**config.mk**
```make
export PLATFORM = sky130hd
export DESIGN_NAME = ifid_queue_flat
export DESIGN_NICKNAME = d
export VERILOG_FILES = /design/src/rtl/ifid_queue_if.sv /design/src/rtl/ifid_queue.sv /design/src/flat_wrapper.sv
export SDC_FILE = /design/constraint.sdc
export NUM_CORES = 1
export LEC_CHECK = 0
export CAP_MARGIN = 10
export CORE_MARGIN = 2
export CORE_UTILIZATION = 40
export CTS_CLUSTER_SIZE = 40
export DETAILED_ROUTE_END_ITERATION = 7
export MAX_ROUTING_LAYER = met4
export PLACE_DENSITY = 0.63
export SYNTH_ARGS = -nofsm -noshare
export SYNTH_HDL_FRONTEND = slang
export SYNTH_SLANG_ARGS = --single-unit
export TNS_END_PERCENT = 50
```
**constraint.sdc**
```tcl
create_clock -name clk -period 3 [get_ports clk]
set_clock_uncertainty 0.15 [all_clocks]
set_input_delay 0.45 -clock clk [delete_from_list [all_inputs] [get_ports clk]]
set_output_delay 0.45 -clock clk [all_outputs]
set_load 0.02 [all_outputs]
```
**src/rtl/ifid_queue_if.sv**
```systemverilog
// Fetch/decode handshake bundle for the IF/ID instruction queue.
// The queue uses the slave modport; the fetch/decode side uses master.
interface ifid_queue_if #(
    parameter int DEPTH = 4,
    parameter int XLEN  = 32,
    parameter int TAG_W = 4
);
    logic                    if_valid;
    logic [XLEN-1:0]         if_inst;
    logic [XLEN-1:0]         if_pc4;
    logic [TAG_W-1:0]        if_ins_type;
    logic [TAG_W-1:0]        if_ins_number;
    logic                    if_ready;
    logic                    id_stall;
    logic                    id_flush;
    logic                    id_valid;
    logic [XLEN-1:0]         id_inst;
    logic [XLEN-1:0]         id_pc4;
    logic [TAG_W-1:0]        id_ins_type;
    logic [TAG_W-1:0]        id_ins_number;
    logic [$clog2(DEPTH):0]  count;

    modport master (
        output if_valid, if_inst, if_pc4, if_ins_type, if_ins_number,
        output id_stall, id_flush,
        input  if_ready, id_valid, id_inst, id_pc4, id_ins_type, id_ins_number, count
    );

    modport slave (
        input  if_valid, if_inst, if_pc4, if_ins_type, if_ins_number,
        input  id_stall, id_flush,
        output if_ready, id_valid, id_inst, id_pc4, id_ins_type, id_ins_number, count
    );
endinterface

```
**src/rtl/ifid_queue.sv**
```systemverilog
// Circular instruction buffer between fetch and decode; presents a NOP
// bubble when empty, holds the head on stall and empties on flush.
module ifid_queue #(
    parameter int DEPTH     = 4,
    parameter int XLEN      = 32,
    parameter int TAG_W     = 4,
    parameter int NONE_TYPE = 0
) (
    input logic         clk,
    input logic         rst,
    ifid_queue_if.slave bus
);
    localparam int AW = $clog2(DEPTH);
    localparam logic [AW:0] FULL = DEPTH[AW:0];

    typedef struct packed {
        logic [XLEN-1:0]  inst;
        logic [XLEN-1:0]  pc4;
        logic [TAG_W-1:0] ins_type;
        logic [TAG_W-1:0] ins_number;
    } entry_t;

    entry_t           mem [DEPTH];
    entry_t           head;
    logic [AW-1:0]    rd_ptr;
    logic [AW-1:0]    wr_ptr;
    logic [AW:0]      count_q;
    logic [XLEN-1:0]  held_pc4;
    logic [TAG_W-1:0] held_num;
    logic             valid;
    logic             ready;
    logic             enq;
    logic             deq;

    always_comb begin
        valid = (count_q != '0);
        ready = (count_q != FULL);
        enq   = bus.if_valid && ready && !bus.id_flush;
        deq   = valid && !bus.id_stall && !bus.id_flush;
        head  = mem[rd_ptr];
    end

    // Storage needs no reset: entries are only visible while count covers them.
    always_ff @(posedge clk) begin
        if (enq) begin
            mem[wr_ptr] <= '{inst:       bus.if_inst,
                             pc4:        bus.if_pc4,
                             ins_type:   bus.if_ins_type,
                             ins_number: bus.if_ins_number};
        end
    end

    always_ff @(posedge clk) begin
        if (rst) begin
            rd_ptr   <= '0;
            wr_ptr   <= '0;
            count_q  <= '0;
            held_pc4 <= '0;
            held_num <= '0;
        end else if (bus.id_flush) begin
            rd_ptr  <= wr_ptr;
            count_q <= '0;
            if (valid) begin
                held_pc4 <= head.pc4;
                held_num <= head.ins_number;
            end
        end else begin
            if (enq) wr_ptr <= wr_ptr + 1'b1;
            if (deq) begin
                rd_ptr   <= rd_ptr + 1'b1;
                held_pc4 <= head.pc4;
                held_num <= head.ins_number;
            end
            case ({enq, deq})
                2'b10:   count_q <= count_q + 1'b1;
                2'b01:   count_q <= count_q - 1'b1;
                default: count_q <= count_q;
            endcase
        end
    end

    always_comb begin
        bus.if_ready      = ready;
        bus.count         = count_q;
        bus.id_valid      = valid;
        bus.id_inst       = valid ? head.inst       : '0;
        bus.id_pc4        = valid ? head.pc4        : held_pc4;
        bus.id_ins_type   = valid ? head.ins_type   : TAG_W'(NONE_TYPE);
        bus.id_ins_number = valid ? head.ins_number : held_num;
    end
endmodule
```
**src/flat_wrapper.sv**
```systemverilog
// flat-port wrapper written by rule: the top's interface ports become plain ports
module ifid_queue_flat 
#(
    parameter int DEPTH     = 4,
    parameter int XLEN      = 32,
    parameter int TAG_W     = 4,
    parameter int NONE_TYPE = 0
)
  (clk, rst, bus_if_valid, bus_if_inst, bus_if_pc4, bus_if_ins_type, bus_if_ins_number, bus_id_stall, bus_id_flush, bus_if_ready, bus_id_valid, bus_id_inst, bus_id_pc4, bus_id_ins_type, bus_id_ins_number, bus_count);
  ifid_queue_if #(.DEPTH(DEPTH), .XLEN(XLEN), .TAG_W(TAG_W)) bus_i ();
  input logic clk;
  input logic rst;
  input wire logic [$bits(bus_i.if_valid)-1:0] bus_if_valid;
  input wire logic [$bits(bus_i.if_inst)-1:0] bus_if_inst;
  input wire logic [$bits(bus_i.if_pc4)-1:0] bus_if_pc4;
  input wire logic [$bits(bus_i.if_ins_type)-1:0] bus_if_ins_type;
  input wire logic [$bits(bus_i.if_ins_number)-1:0] bus_if_ins_number;
  input wire logic [$bits(bus_i.id_stall)-1:0] bus_id_stall;
  input wire logic [$bits(bus_i.id_flush)-1:0] bus_id_flush;
  output wire logic [$bits(bus_i.if_ready)-1:0] bus_if_ready;
  output wire logic [$bits(bus_i.id_valid)-1:0] bus_id_valid;
  output wire logic [$bits(bus_i.id_inst)-1:0] bus_id_inst;
  output wire logic [$bits(bus_i.id_pc4)-1:0] bus_id_pc4;
  output wire logic [$bits(bus_i.id_ins_type)-1:0] bus_id_ins_type;
  output wire logic [$bits(bus_i.id_ins_number)-1:0] bus_id_ins_number;
  output wire logic [$bits(bus_i.count)-1:0] bus_count;
  assign bus_i.if_valid = bus_if_valid;
  assign bus_i.if_inst = bus_if_inst;
  assign bus_i.if_pc4 = bus_if_pc4;
  assign bus_i.if_ins_type = bus_if_ins_type;
  assign bus_i.if_ins_number = bus_if_ins_number;
  assign bus_i.id_stall = bus_id_stall;
  assign bus_i.id_flush = bus_id_flush;
  assign bus_if_ready = bus_i.if_ready;
  assign bus_id_valid = bus_i.id_valid;
  assign bus_id_inst = bus_i.id_inst;
  assign bus_id_pc4 = bus_i.id_pc4;
  assign bus_id_ins_type = bus_i.id_ins_type;
  assign bus_id_ins_number = bus_i.id_ins_number;
  assign bus_count = bus_i.count;
  ifid_queue #(.DEPTH(DEPTH), .XLEN(XLEN), .TAG_W(TAG_W), .NONE_TYPE(NONE_TYPE)) u_core (.clk(clk), .rst(rst), .bus(bus_i));
endmodule
```
# Word-level counts from Yosys, hierarchy flattened
# Memories as Yosys holds them, arrays and structs flattened. A register that Yosys moved wholly into a read port is not among the register bits.
# Index checks and enable logic that the tools add are counted.
totals:
  word_cells: 40
  out_inout_bits: 77
  n_memories: 1
  input_bits: 77
  mem_bits_rw: 288
  ff_bits: 43
memory_table:
  columns: ["name", "depth", "word_bits", "read_ports", "rd_ports_with_merged_regs", "write_ports", "line", "rtl"]
  rows:
  - ["u_core.mem", 4, 72, 1, 1, 1, "ifid_queue.sv:23", "entry_t mem [DEPTH];"]
classes:
  muxes: 15
  eq_ne: 3
  reduce_logical: 11
  bitwise: 1
  n_addsub: 4
op_table:
  columns: ["op", "count"]
  rows:
  - ["32-bit 2-to-1 mux", 4]
  - ["4-bit 2-to-1 mux", 4]
  - ["2-bit 2-to-1 mux", 4]
  - ["3-bit one-hot mux with 2 select lines", 1]
  - ["2-bit by 1-bit adder with 2-bit output, second input constant", 2]
  - ["1-bit logical AND", 4]
  - ["2-bit nonzero test", 2]
  - ["3-bit by 1-bit adder with 3-bit output, second input constant", 1]
  - ["3-bit inequality test, second input constant", 1]
  - ["3-bit nonzero test", 1]
  - ["3-bit by 1-bit subtractor with 3-bit output, second input constant", 1]
  - ["2-bit by 1-bit == test with 1-bit output, second input constant", 1]
  - ["2-bit == test, second input constant", 1]
  - ["1-bit zero test", 2]
  - ["1-bit 2-to-1 mux", 2]
  - ["2-bit AND reduction", 1]
  - ["2-bit OR reduction", 1]
  - ["1-bit inverter", 1]

# Longest topological paths before layout
logic_depth:
  ltp_word: 7
  mapped_depth: 10
  mapped_depth_nobuf: 9

# Least setup slack after synthesis
# No wires, ideal clock.
synth_path:
  path_kind: "flip-flop to flip-flop"
  startpoint: "register u_core.count_q[0], in the netlist u_core.bus.count[0]"
  endpoint: "memory u_core.mem[0][0] (netlist name) (enable)"
  path_stages_with_launch: 4
  arrival_ns: 2.706
  n_path_buf: 0
  setup_slack_ns: -0.294
  path_cell_list: "dfxtp_1 -> nor3b_1 -> inv_1 -> and3_1"
synth_between:
  elab_chain_len: 5
synth_lines:
  columns: ["item", "line", "rtl"]
  rows:
  - ["start: declaration", "ifid_queue.sv:27", "logic [AW:0] count_q;"]
  - ["start signal: assignment", "ifid_queue.sv:75", "2'b10: count_q <= count_q + 1'b1;"]
  - ["start signal: assignment", "ifid_queue.sv:76", "2'b01: count_q <= count_q - 1'b1;"]
  - ["start signal: assignment", "ifid_queue.sv:77", "default: count_q <= count_q;"]
  - ["3-bit inequality test", "ifid_queue.sv:37", "ready = (count_q != FULL);"]
  - ["via bus_if_ready", "flat_wrapper.sv:20", "output wire logic [$bits(bus_i.if_ready)-1:0] bus_if_ready;"]
  - ["1-bit logical AND (2 in series)", "ifid_queue.sv:38", "enq = bus.if_valid && ready && !bus.id_flush;"]
  - ["1-bit 2-to-1 mux", "ifid_queue.sv:45", "if (enq) begin"]
  - ["1-bit 2-to-1 mux (not written as such)", "ifid_queue.sv:46", "mem[wr_ptr] <= '{inst: bus.if_inst,"]
  - ["end: declaration", "ifid_queue.sv:23", null]
# The timed path passes the listed nets, and every way through them passes these cells.

==> metrics <==
outcome=finished clean; chip height=182 um; grt met1 use=20.9%; Netlist Area Pre-Place=roughly 0.013 mm2; Routed WL=~26000 um; vias in the first global route=7010; post-route clock period utilization=~100%; nets=between 900 and 1000; Worst Path Max Fanout=21; setup ws final=70.2 ps; Final setup violation count=0; die width=around 180 um; drt first pass iters=5; Lkg Pwr=roughly 6.3 nW; Worst-path clk slew=around 60 ps; antenna violations before repair=3; Clk Latency, worst-skew pair=between 500 and 600 ps; WP data arrival=~2300 ps; die area=0.0332 mm2; synthesis-stage register bit count=333; Total GRT Usage=16.3%; layout cells sized above 1=between 10% and 20%; IO Count=between 150 and 200; IO Port Bufs=between 150 and 200; area share of the leading cell type in the synthesized netlist=between 60% and 70%; Max rail drop VDD=between 0.0005 and 0.0006 V; Final Max Tran Viols=0; clock root buffer=clkbuf_16; Avg Vias per Cell=~5; first-pass GRT wire length=about 40000 um; Max Clock Freq=roughly 340 MHz; core area=roughly 0.031 mm2; TritonCTS clock tree=built; largest area contributor in the synthesized netlist=edfxtp_1; Layout area overhead=28.5%; Crit-path slowest cell=mux4_2; Mapped Nets=between 700 and 800; RePlAce Congestion=between 0.7 and 0.8; number of H-tree levels=2; Synth cell types=33; grt ovf=0; num rows=65; Post-Synthesis Cells=between 600 and 700; worst slew pin tran=between 400 and 500 ps; met3 GRT Util=under 10%; Fin. Hold Viols=0; CTS Buf Count=36; Via Count=6614; Power Total=10.2 mW; kind of critical path=reg2out; post-place setup slack=about 220 ps; # DRC=0; # hold bufs at CTS=0; remaining antenna violation count=0; Initial Utilization=40.4%; main area contributors after synthesis=edfxtp_1, mux4_2, dfxtp_1; dpl cells=1220; largest net degree at the start of global routing=44; synth warn=0; Worst setup SP type=flop; syn avg cell area=18.9 um2; pwr/cell area=between 600 and 700 mW/mm2; worst path required time=~2400 ps; HPWL Detailed=15500 um; sequential share of the synthesized area=between 70% and 80%; CP max stage delay=530 ps; setup TNS=0 ps; final std cells w/o fill=approximately 1300; clock tree sinks=about 330; Hold Crit Class=reg2reg; crit end category=output port; wire per inst=~20 um; max-cap viol count=0; crit path cell chain=buf_4 > buf_16 > mux4_2 > and2_1 > clkdlybuf4s15_1; DRC marker count from the first detailed-route iteration=about 370; post-layout min period=roughly 2900 ps; Slew headroom=72.2%; gr busiest metal=met2; GR Util met2=about a quarter; worst-case clock buffer depth=3
## kinds of logic after synthesis
group	share of synthesized area [%]
AOI/OAI and AO/OA	3.21
xor gates and xnor gates	0.138
adders and majority gates	0.651
buffers and inverters	1.92
DFF	75.2
muxes	12.8
and+or+nand+nor	6.05
## final timing paths
kind	start	to	slack, ps	cells past startpoint
min reg2reg	u_core.held_pc4[27]	u_core.held_pc4[27]	330	1
max reg2reg	u_core.bus.count[0]	u_core.bus.count[2]	580	9
max	flop	bus_id_inst[20]	70	5
min	u_core.held_pc4[27]	u_core.held_pc4[27]	330	1
## state kept, by name (all words and copies together), names as in the netlist, named ones only
signal            flops
u_core.rd_ptr         2
u_core.held_num       4
u_core.held_pc4      32
u_core.wr_ptr         2
u_core.bus.count      3
u_core.mem          288
## cells in the final DEF, fill, tap and decap left out, drive strengths merged, types with 3 or more instances in the layout
master	n
and2	36
edfxtp	288
o21ai	4
and3	4
nor2	5
dfxtp	45
dlygate4sd2	13
clkdlybuf4s50	81
mux4	72
inv	11
ha	5
clkinv	22
clkbuf	41
nand2	108
diode	3
bufinv	4
buf	31
a21oi	7
clkdlybuf4s15	11
dlymetal6s2s	45
a22o	36
## worst max-delay path: cells and delay by family (launching register included)
family                 cells  cell delay, ps
buffers and inverters      3             690
muxes                      1             530
DFF                        1             430
and+or+nand+nor            1             170
## metal layers
metal | share of wire, % | vias up
met1 | 44 | 3393
met4 | 1.6 | 0
li1 | - | 3023
met5 | 0 | -
met3 | 6.8 | 39
met2 | 48 | 159
## timing repair
action	in CTS	in global routing
hold endpoints to repair	0	0
gates resized for setup	28	65
pin swaps	0	0
endpoints found under the setup margin	72	45
buffers inserted	0	2
cloned	1	2
## final cells by class
type	count	area, um2
fill	2610	15100
sequential	333	9560
multi-input combinational	295	2920
timing repair buffer	186	2120
clock buffer	36	901
tap	402	503
clock inverter	29	256
inverter	9	33.8
antenna	3	7.51
## cells in the mapped netlist (all sizes together)
cell type and number:
nand2b 1, nor3b 2, or3 1, nor2b 1, or2b 1, nand3 2
nor4 1, a22o 36, or2 1, dfxtp 45, nand2 108, o31a 2
mux4 72, and3 4, nor2 5, o21ai 4, xor2 2, ha 5
a21oi 7, clkbuf 15, a221oi 1, and2 36, edfxtp 288, buf 21
inv 9, nor3 2, fa 1
## stage by stage
stage                     area, um2  util, %  hold WS [ps]
final                         16300     51.9           327
after global placement        14900     47.6           310
after detailed placement      14900     47.6           316
after global routing          16300     51.9           342
after floorplan               12700        -           299
after CTS                     16100     51.3           332
## power breakdown
group | total [mW] | switching, mW | internal (mW)
Sequential | 5.17 | 0.0362 | 5.13
Combinational | 0.758 | 0.376 | 0.382
Clock | 4.28 | 1.74 | 2.55
Total | 10.2 | 2.15 | 8.06
Power figures use the tool's default switching activity.
